[src/rtl/qft_phase_gen.sv]
// Sequential QFT angle generator: emits count angles theta_k = 2*pi*(k*step)/2^ACC_W wrapped to [-pi, pi), S3.4.
// Latency: start sampled at cycle T -> first theta_valid at T+2, then 1 angle/cycle while theta_ready=1.
// Backpressure: while theta_valid && !theta_ready the output register, accumulator and load counter all hold.
module qft_phase_gen #(
    parameter int TOTAL_WIDTH = 8,
    parameter int FRAC_BITS   = 4,
    parameter int ACC_W       = 12,
    parameter int CNT_W       = 8,
    parameter int TWOPI_Q     = 25736
) (
    input  logic                          clk,
    input  logic                          rst,
    input  logic                          start,
    input  logic [ACC_W-1:0]              step,
    input  logic [CNT_W-1:0]              count,
    output logic                          busy,
    output logic signed [TOTAL_WIDTH-1:0] theta,
    output logic [CNT_W-1:0]              theta_idx,
    output logic                          theta_last,
    output logic                          theta_valid,
    input  logic                          theta_ready,
    output logic                          done
);

    // Product width: signed turn fraction times the 16-bit 2*pi constant.
    localparam int PW = ACC_W + 16;
    // Shift that rescales (turn * 2*pi * 2^12) down to FRAC_BITS fractional bits.
    localparam int SH = ACC_W + 12 - FRAC_BITS;
    localparam logic signed [PW-1:0] TWOPI_S = PW'(TWOPI_Q);
    localparam logic signed [PW-1:0] RND_S   = PW'(2 ** (SH - 1));

    typedef enum logic [1:0] {
        S_IDLE = 2'd0,
        S_RUN  = 2'd1,
        S_FIN  = 2'd2
    } state_t;

    state_t                         state_q;
    logic [ACC_W-1:0]               step_q;
    logic [CNT_W-1:0]               count_q;
    logic [ACC_W-1:0]               acc_q;
    logic [CNT_W-1:0]               gen_q;
    logic signed [TOTAL_WIDTH-1:0]  theta_q;
    logic [CNT_W-1:0]               idx_q;
    logic                           last_q;
    logic                           valid_q;
    logic                           busy_q;
    logic                           done_q;

    logic signed [PW-1:0]           a_ext;
    logic signed [PW-1:0]           prod;
    logic signed [PW-1:0]           rnd_sum;
    logic signed [TOTAL_WIDTH-1:0]  theta_d;
    logic [ACC_W-1:0]               acc_d;
    logic [CNT_W-1:0]               gen_d;
    logic                           last_d;
    logic                           load;
    logic                           hs;

    // Binary angle -> radians in S3.4, rounded half up; |result| <= 50 so truncation never overflows.
    always_comb begin
        a_ext   = {{(PW - ACC_W){acc_q[ACC_W-1]}}, acc_q};
        prod    = a_ext * TWOPI_S;
        rnd_sum = prod + RND_S;
        theta_d = TOTAL_WIDTH'(rnd_sum >>> SH);
    end

    // Next accumulator / counter values and the load / handshake qualifiers.
    always_comb begin
        acc_d  = acc_q + step_q;
        gen_d  = gen_q + CNT_W'(1);
        last_d = (gen_d == count_q);
        load   = (!valid_q || theta_ready) && (gen_q != count_q);
        hs     = valid_q && theta_ready;
    end

    // Control FSM with registered stream outputs; start is only honoured in IDLE.
    always_ff @(posedge clk) begin
        if (rst) begin
            state_q <= S_IDLE;
            step_q  <= '0;
            count_q <= '0;
            acc_q   <= '0;
            gen_q   <= '0;
            theta_q <= '0;
            idx_q   <= '0;
            last_q  <= 1'b0;
            valid_q <= 1'b0;
            busy_q  <= 1'b0;
            done_q  <= 1'b0;
        end else begin
            done_q <= 1'b0;
            case (state_q)
                S_IDLE: begin
                    if (start) begin
                        step_q  <= step;
                        count_q <= count;
                        acc_q   <= '0;
                        gen_q   <= '0;
                        busy_q  <= 1'b1;
                        if (count == '0) begin
                            state_q <= S_FIN;
                            done_q  <= 1'b1;
                        end else begin
                            state_q <= S_RUN;
                        end
                    end
                end
                S_RUN: begin
                    if (load) begin
                        theta_q <= theta_d;
                        idx_q   <= gen_q;
                        last_q  <= last_d;
                        valid_q <= 1'b1;
                        acc_q   <= acc_d;
                        gen_q   <= gen_d;
                    end else if (hs) begin
                        valid_q <= 1'b0;
                    end
                    if (hs && last_q) begin
                        state_q <= S_FIN;
                        done_q  <= 1'b1;
                    end
                end
                S_FIN: begin
                    state_q <= S_IDLE;
                    busy_q  <= 1'b0;
                end
                default: begin
                    state_q <= S_IDLE;
                    busy_q  <= 1'b0;
                    valid_q <= 1'b0;
                end
            endcase
        end
    end

    assign busy        = busy_q;
    assign theta       = theta_q;
    assign theta_idx   = idx_q;
    assign theta_last  = last_q;
    assign theta_valid = valid_q;
    assign done        = done_q;

endmodule

[config.mk]
export PLATFORM = sky130hd
export DESIGN_NAME = qft_phase_gen
export DESIGN_NICKNAME = d
export VERILOG_FILES = /design/src/rtl/qft_phase_gen.sv
export SDC_FILE = /design/constraint.sdc
export NUM_CORES = 1
export LEC_CHECK = 0
export BUFFER_PORTS_ARGS = -buffer_cell sky130_fd_sc_hd__buf_2
export CORE_ASPECT_RATIO = 1.75
export CORE_MARGIN = 3
export CORE_UTILIZATION = 30
export DETAILED_ROUTE_END_ITERATION = 8
export GPL_ROUTABILITY_DRIVEN = 1
export PLACE_DENSITY = 0.47
export RECOVER_POWER = 100
export SLEW_MARGIN = 20
export SYNTH_ARGS = -nofsm -noshare
export SYNTH_HDL_FRONTEND = slang
export SYNTH_SLANG_ARGS = --single-unit
[constraint.sdc]
create_clock -name clk -period 5.4 [get_ports clk]
set_clock_uncertainty 0.15 [all_clocks]
set_input_delay 0 -clock clk [delete_from_list [all_inputs] [get_ports clk]]
set_output_delay 0 -clock clk [all_outputs]
set_load 0.05 [all_outputs]
==> tab_implementation.tex <==
\begin{tabular}{lr}
\hline
Metric & Value \\
\hline
\multicolumn{2}{l}{\textbf{Run status}} \\
\quad Outcome & finished with violations \\
\quad Violated checks & capacitance limit, slew limit \\
\multicolumn{2}{l}{\textbf{Pwr}} \\
\quad Power density over cell area & 203 mW/mm\^{}2 \\
\quad Largest voltage drop on the vdd net & 183 uV \\
\quad Static power due to leakage & 0.00304 uW \\
\multicolumn{2}{l}{\textbf{Timing}} \\
\quad Unrepaired setup endpoints after global routing & true \\
\quad Maximum clock frequency & 188 MHz \\
\quad Worst Tran Pin Value & 1.61 ns \\
\quad Post-route minimum period & 5.31 ns \\
\quad Max-slew violation count & 34 \\
\quad Final setup violation count & 0 \\
\quad Final period utilization & 98.4\% \\
\quad Final number of hold-violating endpoints & 0 \\
\quad Slew margin rel. & -7.45\% \\
\quad PnR worst setup slack & 0.0876 ns \\
\multicolumn{2}{l}{\textbf{CTS}} \\
\quad Clock Sink Count & 62 \\
\quad Clock Tree Buf Depth & 2 \\
\quad Clock network latency to the later pin of the worst-skew pair & 0.33 ns \\
\quad CTS tree & done \\
\quad Root cell of the clock tree & sky130\_fd\_sc\_hd\_\_clkbuf\_16 \\
\quad H-tree lvl count & 3 \\
\quad Clock buffers created by TritonCTS & 9 \\
\quad Clock edge transition at the registers on the reported setup and hold paths & 0.05 ns \\
\multicolumn{2}{l}{\textbf{Placement}} \\
\quad Pre-CTS WS & -0.205 ns \\
\quad DP HPWL & 11000 um \\
\quad Count of port buffers added during placement & 43 \\
\quad RD Place Congestion & 0.831 \\
\quad Placed Instances & 899 \\
\multicolumn{2}{l}{\textbf{Routing}} \\
\quad DRC violations left & 0 \\
\quad Via density per instance & 4.78 \\
\quad Antenna Violating Nets Remaining & 0 \\
\quad Routed length per instance & 14.7 um \\
\quad DRT Pass-1 Iters & 4 \\
\quad DRT Wirelength & 13800 um \\
\quad Total via count after detailed routing & 4493 \\
\quad Starting DRC count in detailed routing & 158 \\
\multicolumn{2}{l}{\textbf{Cells and area}} \\
\quad Area overhead of the layout relative to synthesis & 22.4\% \\
\quad Nets@finish & 840 \\
\quad Share of final-layout standard cells stronger than drive strength 1 & 13.2\% \\
\quad ANT cells & 0 \\
\quad Number of filler instances in the final layout & 1764 \\
\quad Post-Layout Cell Count & 939 \\
\multicolumn{2}{l}{\textbf{Global routing}} \\
\quad Vias in the first global route & 4663 \\
\quad First-pass GRT wire length & 22700 um \\
\quad Grt ovf & 0 \\
\quad Initial antenna violation count & 0 \\
\quad GR Util All Layers & 14.8\% \\
\quad Pin count of the biggest net entering global routing & 66 \\
\multicolumn{2}{l}{\textbf{Run}} \\
\quad Maxcap violations & 1 \\
\multicolumn{2}{l}{\textbf{Floorplan}} \\
\quad Die width & 106 um \\
\quad Core area & 0.0169 mm\^{}2 \\
\quad Top Ports & 44 \\
\quad Initial cell density of the core & 30.7\% \\
\quad Site Rows & 63 \\
\quad Die Span Y & 180 um \\
\quad Area of the die & 0.0190 mm\^{}2 \\
\multicolumn{2}{l}{\textbf{Synth}} \\
\quad Number of register bits inferred by synthesis & 62 \\
\quad Dominant cell by count in the synthesized netlist & sky130\_fd\_sc\_hd\_\_ha\_1 \\
\quad Most frequent cells after synthesis & sky130\_fd\_sc\_hd\_\_ha\_1, sky130\_fd\_sc\_hd\_\_nand2\_1, sky130\_fd\_sc\_hd\_\_inv\_1, sky130\_fd\_sc\_hd\_\_a21oi\_1, sky130\_fd\_sc\_hd\_\_dfxtp\_1 \\
\quad Area contributors post-synth & sky130\_fd\_sc\_hd\_\_dfxtp\_1, sky130\_fd\_sc\_hd\_\_ha\_1, sky130\_fd\_sc\_hd\_\_fa\_1 \\
\quad Proportion of netlist area held by the largest area contributor & 23.9\% \\
\quad Synth Net Count & 758 \\
\quad Count of different cell masters after synthesis & 56 \\
\quad Share of synthesized registers carrying an async set or reset & 0\% \\
\quad Post-synthesis average cell area & 8.32 um\^{}2 \\
\quad Number of synthesized flops with an enable pin & 0 \\
\quad Total standard cell area after synthesis & 0.00520 mm\^{}2 \\
\quad Cell type contributing the most total cell area after synthesis & sky130\_fd\_sc\_hd\_\_dfxtp\_1 \\
\quad Most used DFF post-synth & sky130\_fd\_sc\_hd\_\_dfxtp\_1 \\
\quad Syn Inst Count & 625 \\
\quad Sequential cell area fraction in the yosys report & 23.9\% \\
\quad Yosys warns & 0 \\
\multicolumn{2}{l}{\textbf{Worst setup path}} \\
\quad Critical Path Start Type & register \\
\quad Highest net fanout along the worst path & 3 \\
\quad Worst endpoint data arrival time & 5.38 ns \\
\quad Critical path required time & 5.46 ns \\
\quad Nature of the critical path endpoint & register \\
\quad Critical path class & reg -> reg \\
\multicolumn{2}{l}{\textbf{Worst hold path}} \\
\quad Worst hold path type & in -> reg \\
\hline
\end{tabular}
-- stage by stage --
step / utilization [%] / setup TNS [ns] / power (uW) / hold slack, ns / cell area (um^2)
6_report: 37.5 / 0 / 1290 / 0.143 / 6360
2_1_floorplan: - / 0 / 687 / -0.0140 / 5200
5_1_grt: 37.5 / -0.173 / 1360 / 0.194 / 6360
3_5_place_dp: 34.4 / -0.222 / 764 / 0.100 / 5830
4_1_cts: 37.8 / 0 / 1310 / 0.149 / 6400
3_3_place_gp: 34.4 / -0.159 / 761 / 0.0917 / 5830
-- worst max-delay path, stage by stage (launching register included) --
cell,delay [ns]
sky130_fd_sc_hd__dfxtp_4,0.36
sky130_fd_sc_hd__ha_4,0.27
sky130_fd_sc_hd__inv_2,0.03
sky130_fd_sc_hd__fa_1,0.46
sky130_fd_sc_hd__fa_1,0.51
sky130_fd_sc_hd__inv_2,0.04
sky130_fd_sc_hd__fa_1,0.50
sky130_fd_sc_hd__inv_1,0.05
sky130_fd_sc_hd__fa_1,0.43
sky130_fd_sc_hd__inv_1,0.07
sky130_fd_sc_hd__ha_2,0.20
sky130_fd_sc_hd__a21oi_2,0.07
sky130_fd_sc_hd__buf_4,0.14
sky130_fd_sc_hd__o211ai_1,0.19
sky130_fd_sc_hd__buf_4,0.14
sky130_fd_sc_hd__nor4_1,0.03
sky130_fd_sc_hd__or3b_4,0.41
sky130_fd_sc_hd__nand4b_1,0.21
sky130_fd_sc_hd__nor4b_2,0.28
sky130_fd_sc_hd__xnor2_1,0.20
sky130_fd_sc_hd__a2111oi_2,0.10
sky130_fd_sc_hd__a311o_1,0.34
-- path summary, 6_finish.rpt --
kind	from	endpoint	slack, ns	depth (start not counted)
worst min register to register	theta_idx[5]	theta_idx[5]	0.30	2
worst max register to register	acc_q[11]	theta[7]	0.09	21
worst max-delay path	acc_q[11]	theta[7]	0.09	21
worst min-delay path	rst	gen_q[2]	0.14	3
-- report_power, final --
part	total, uW	internal, uW	switching (uW)
clock network	529	321	208
logic	261	93.0	168
registers	502	481	20.8
-- cell families (layout without fill, tap and decap cells) --
group,count (synthesis),count (layout),synth area share [%]
simple gates,197,197,18.5
compound gates,126,126,15.1
mux,1,1,0.289
flops,62,62,23.9
buf+inv,97,184,7.17
fa+ha+maj,109,109,29.5
xor+xnor,33,33,5.56
-- what timing repair did --
item,in CTS,in global routing
pin swaps,17,1
setup endpoints to repair,2,2
gates cloned,0,0
resized for setup,12,3
hold endpoints to repair,24,0
hold buffers,22,0
buffers inserted,2,0
-- registers in the layout, summed over array words and instances, names as in the netlist, 2 cells and up --
name / flops
theta_idx: 8
theta: 8
gen_q: 8
count_q: 8
acc_q: 12
state_q: 2
step_q: 12
-- layer usage --
layer  vias up  track usage (%)  share of wire, %
met5         -                0                 0
met4         0             5.29               2.3
met3        19             1.40               1.6
met2        52             30.6                58
met1      2121             14.7                38
li1       2301                -                 -
-- area by class of cell --
type                            count  area [um^2]  area share (%)
Clock inverter                      4         22.5           0.354
Tap cell                          227          284            4.46
Inverter                           70          263            4.13
Sequential cell                    62         1250            19.6
Clock buffer                       12          246            3.87
Timing Repair Buffer               98          646            10.1
Multi-Input combinational cell    466         3660            57.5
-- layout by cell type, fill, tap and decap left out, drive strengths merged, types with 2 or more instances in the layout --
cell         instances
nand2b               4
o211ai               3
a21o                 9
clkbuf              36
clkinv               3
o2111ai              3
nor3b                3
xor2                14
o21bai               5
nand4                4
nor3                 9
nor2                29
a211oi               6
fa                  23
xnor2               19
ha                  86
inv                 70
buf                 52
a21oi               66
nand2               85
nor4                10
and3                 5
nor4b                2
a311oi               2
and2                 6
or3                  5
dfxtp               62
and4                 2
dlygate4sd3         22
o41ai                2
o21ai               17
nor2b                4
o31ai                3
nand3               23
a31oi                3
No activity file was read; power rests on OpenSTA's default activity.
